$ cat config.mk
export PLATFORM = sky130hd
export DESIGN_NAME = pattern_stream_tx
export DESIGN_NICKNAME = d
export VERILOG_FILES = /design/src/rtl/pattern_stream_tx.sv
export SDC_FILE = /design/constraint.sdc
export NUM_CORES = 1
export LEC_CHECK = 0
export ABC_AREA = 1
export CORE_UTILIZATION = 55
export DETAILED_ROUTE_END_ITERATION = 10
export GPL_ROUTABILITY_DRIVEN = 1
export HOLD_SLACK_MARGIN = 0.1
export PLACE_DENSITY = 0.79
export SLEW_MARGIN = 20
export SYNTH_ARGS = -nofsm -noshare
export SYNTH_HDL_FRONTEND = slang
export SYNTH_SLANG_ARGS = --single-unit
$ cat constraint.sdc
create_clock -name clk -period 2.05 [get_ports clk]
set_input_delay 0.41 -clock clk [delete_from_list [all_inputs] [get_ports clk]]
set_output_delay 0.41 -clock clk [all_outputs]
set_load 0.01 [all_outputs]
$ cat src/rtl/pattern_stream_tx.sv
// Transmit side of the byte-stream pattern-detect link: sends filler, then "boab",
// then handshakes the detector's found flag with an ack toggle and reports done or error.
module pattern_stream_tx #(
  parameter int         PRE_LEN   = 3,
  parameter logic [7:0] FILL_BYTE = 8'h2E,
  parameter int         TIMEOUT   = 15
) (
  input  logic       clk,
  input  logic       reset_sync,
  input  logic       start,
  input  logic       end_pol,
  input  logic       found_pattern,
  output logic [7:0] data,
  output logic       ack,
  output logic       busy,
  output logic       done,
  output logic       error,
  output logic [7:0] frame_cnt
);

  typedef enum logic [3:0] {
    S_IDLE, S_PRE, S_B1, S_O, S_A, S_B2, S_WAIT, S_ACK, S_DONE, S_ERR
  } state_t;

  localparam logic [7:0] PRE_LAST = (PRE_LEN > 0) ? 8'(PRE_LEN - 1) : 8'd0;
  localparam logic [7:0] TO_LAST  = 8'(TIMEOUT - 1);
  localparam logic       HAS_PRE  = (PRE_LEN > 0);

  state_t     state, nstate;
  logic [7:0] pcnt, pcnt_d;
  logic [7:0] wcnt, wcnt_d;
  logic       ep_q, ep_d;
  logic [7:0] data_d, fcnt_d;
  logic       ack_d, busy_d, done_d, error_d;
  logic       accept;

  always_ff @(posedge clk) begin
    if (reset_sync) begin
      state     <= S_IDLE;
      pcnt      <= '0;
      wcnt      <= '0;
      ep_q      <= 1'b0;
      data      <= FILL_BYTE;
      ack       <= 1'b0;
      busy      <= 1'b0;
      done      <= 1'b0;
      error     <= 1'b0;
      frame_cnt <= '0;
    end else begin
      state     <= nstate;
      pcnt      <= pcnt_d;
      wcnt      <= wcnt_d;
      ep_q      <= ep_d;
      data      <= data_d;
      ack       <= ack_d;
      busy      <= busy_d;
      done      <= done_d;
      error     <= error_d;
      frame_cnt <= fcnt_d;
    end
  end

  // Next state; outputs are then derived from the state being entered so they
  // come straight out of flops and line up with the state that holds them.
  always_comb begin
    nstate = state;
    pcnt_d = pcnt;
    wcnt_d = wcnt;
    ep_d   = ep_q;
    accept = 1'b0;
    case (state)
      S_IDLE: if (start) begin
        accept = 1'b1;
        ep_d   = end_pol;
        pcnt_d = '0;
        nstate = HAS_PRE ? S_PRE : S_B1;
      end
      S_PRE: begin
        if (pcnt == PRE_LAST) nstate = S_B1;
        else                  pcnt_d = pcnt + 8'd1;
      end
      S_B1: nstate = S_O;
      S_O:  nstate = S_A;
      S_A:  nstate = S_B2;
      S_B2: begin
        nstate = S_WAIT;
        wcnt_d = '0;
      end
      S_WAIT: begin
        if (found_pattern)        nstate = S_ACK;
        else if (wcnt == TO_LAST) nstate = S_ERR;
        else                      wcnt_d = wcnt + 8'd1;
      end
      // Flipped ack must have cleared found already; if not, the detector is broken.
      S_ACK:  nstate = found_pattern ? S_ERR : S_DONE;
      S_DONE: nstate = S_IDLE;
      S_ERR:  nstate = S_IDLE;
      default: nstate = S_IDLE;
    endcase
  end

  always_comb begin
    data_d = FILL_BYTE;
    ack_d  = 1'b0;
    case (nstate)
      S_B1:   data_d = 8'h62;
      S_O:    data_d = 8'h6F;
      S_A:    data_d = 8'h61;
      S_B2:   begin data_d = 8'h62; ack_d = ep_d; end
      S_WAIT: ack_d = ep_d;
      S_ACK:  ack_d = ~ep_d;
      default: ;
    endcase
    busy_d  = (nstate != S_IDLE);
    done_d  = (nstate == S_DONE);
    error_d = accept ? 1'b0 : (error | (nstate == S_ERR));
    fcnt_d  = (nstate == S_DONE) ? frame_cnt + 8'd1 : frame_cnt;
  end

endmodule

==> reports/metrics.csv <==
metric,value,unit
antenna_found_initial,0,
io-pin-count,25,
critPathTopFamily,simple AND/OR/NAND/NOR gates,
timing.rr.end,frame_cnt[5],
grt_pass1_wl,6.59,mm
end_kind,flip-flop,
cts_resized,0,
clk_latency,0.34,ns
hold_depth,2,
clockRootBuffer,clkbuf_4,
max_freq,0.556,GHz
num_rows,21,
syn_to_final_growth,17.6,%
rsz0062_at_grt,no,
synth_edf_count,0,
io_buffers,21,
finalWirelength,3.99,mm
cts-hold-fix-buffers,0,
max_stage_delay,0.34,ns
initial_core_util,58.1,%
dp.final_hpwl,2.92,mm
grt_util_all_layers,23.8,%
crit_start,pcnt[0],
worstSetupPathType,flip-flop to flip-flop,
drtAntennaViolNets,0,
drv_slew,0,
timing.rr.start,pcnt[0],
holdCritPathClass,flip-flop to flip-flop,
cts_max_level,2,
seq_power_share,50.0,%
start_kind,flip-flop,
ys_async_sr_fraction,0,%
p_int,1.15,mW
ir_worst_vdd,420,µV
slowest_stage,dfxtp_1,
chipHeight,61.6,µm
leakage,0.891,nW
netlist_area,1950,µm²
hold_slack,0.464,ns
synth_cells,275,
arrival,2.08,ns
nNetsFinal,309,
ys.flop_type,dfxtp_1,
cts_tree,built,
max_cap_violations,0,
cts_buffers,5,
die_area,3790,µm²
chipWidth,61.6,µm
power_density,642,nW/µm²
via_count,1796,
worstPathCellList,inv_1 -> ha_1 -> nand2_1 -> nor2_1 -> nand2_1 -> nand2_1 -> nand3_1 -> nor2_2 -> buf_4 -> nand4_1 -> a21oi_1,
via_per_inst,5.19,
wire_per_inst,11.5,µm
path_clk_slew,0.12,ns
drive_above_1_share,12.0,%
clock_skew,0.0127,ns
utilization,68.3,%
ys_warn_count,0,
rr_worst_depth,11,
crit_top_cell,nand2_1,
ys_seq_area_share,37.9,%
critPathMaxFanout,9,
synth-seq-cells,37,
swShare,22.1,%
fin_setup_tns,0,ns
cts.sinks,37,
cts.path.max_buffers,2,
hold_viol,0,
setup_violations,0,
post-route-period-util,87.7,%
crit_required,2.33,ns
n_antenna_cell,0,
power.total,1.47,mW
routabilityCongestion,0.889,
fin_crit,1.80,ns
p_sw,0.326,mW
coreArea,3360,µm²
min_from,error,
hold_end,error,
combPwrFrac,7.8,%
syn_avg_cell_area,7.10,µm²
path_buf_inv,2,
drt_first_pass_iters,4,
r2r_slack,0.25,ns
drc_errors,0,
drt_iter0_drc,95,
synth_cell_type_count,35,
first_global_vias,1547,
grt_max_degree,27,
pwr-share-clk,42.1,%
status,finished clean,
grt_overflow_total,0,
post_cts_buffers,0,
-- worst register-to-register path, stage by stage, from the launching register on --
cell and delay, ns:
dfxtp_1 0.34, inv_1 0.09, ha_1 0.17, nand2_1 0.06, nor2_1 0.14, nand2_1 0.06, nand2_1 0.14, nand3_1 0.13
nor2_2 0.16, buf_4 0.18, nand4_1 0.10, a21oi_1 0.16
-- how the worst max path moves through the flow --
stage                   endpoint  slack, ns  cells past startpoint
global route        frame_cnt[1]       0.02                     11
CTS                 frame_cnt[3]       0.24                     11
floorplan                   busy       0.55                     12
global placement    frame_cnt[7]       0.13                      9
detailed placement  frame_cnt[3]       0.06                      9
finish              frame_cnt[5]       0.25                     11
-- metal layers --
layer  global-route usage, %  vias to the layer above  share of wire [%]
met1                    31.1                      818                 46
met5                       0                        -                  0
met4                    10.5                        0                1.2
li1                        -                      931                  -
met2                    38.2                       43                 48
met3                    4.41                        4                4.4
-- cells by family (layout without fill, tap and decap cells) --
family / count (synthesis) / in the layout / synth area share (%)
AOI/OAI and AO/OA: 40 / 40 / 12.0
xor gates and xnor gates: 8 / 8 / 3.59
adders and majority gates: 5 / 5 / 3.20
buffers and inverters: 43 / 67 / 9.80
DFF: 37 / 37 / 37.9
muxes: 1 / 1 / 0.513
other: 2 / 3 / 0.385
and+or+nand+nor: 139 / 139 / 32.5
-- power groups by stage --
stage	clock network [mW]	registers [mW]	logic, mW
after global placement	0	0.754	0.113
after floorplan	0	0.754	0.0841
after global routing	0.669	0.740	0.131
after detailed placement	0	0.754	0.115
after CTS	0.630	0.738	0.116
final	0.622	0.738	0.115
-- flip-flops by register name (all words and copies together), names as in the netlist --
| signal | flops |
|---|---|
| frame_cnt | 8 |
| pcnt | 8 |
| wcnt | 8 |
| data | 4 |
| state | 4 |
| ack | 1 |
| busy | 1 |
| done | 1 |
| ep_q | 1 |
| error | 1 |
-- per-stage QoR --
step / area [µm²] / std cells / setup WS [ns]
detailed placement: 2190 / 338 / 0.0634
global route: 2300 / 346 / 0.0155
CTS: 2300 / 346 / 0.237
floorplan: 1960 / 276 / 0.549
global placement: 2190 / 338 / 0.125
finish: 2300 / 346 / 0.252
-- synthesized netlist by cell type, types with 4 or more instances --
master	n	share of area [%]
a21oi_1	23	5.9
nor2_2	4	1.3
inv_2	9	1.7
nor2_1	34	6.5
nand4_1	13	4.2
buf_4	6	2.3
dfxtp_1	37	38
xor2_1	5	2.2
ha_1	5	3.2
nand2_1	57	11
nand3_1	14	3.6
o21ai_0	5	1.3
inv_1	23	4.4
nor3_1	8	2.1
-- cell type report --
| type | count | area, µm² |
|---|---|---|
| clock buffer | 5 | 37.5 |
| clock inverter | 3 | 65.1 |
| fill | 330 | 1070 |
| inverter | 33 | 124 |
| multi-input combinational | 196 | 1020 |
| sequential | 37 | 741 |
| tap | 46 | 57.6 |
| timing repair buffer | 26 | 248 |
-- cells in the final DEF (no fill, tap or decap), types with 3 or more instances in the layout --
master,n
dfxtp_1,37
xnor2_1,3
clkbuf_4,5
nand4_1,13
o21ai_1,3
nand3_1,14
nand2_1,57
buf_4,5
xor2_1,5
nor3_1,8
nor2_1,34
inv_2,9
a21oi_1,23
nor2_2,4
conb_1,3
clkdlybuf4s50_1,21
ha_1,5
o21ai_0,5
inv_1,23
No activity file was read; power rests on OpenSTA's default activity.
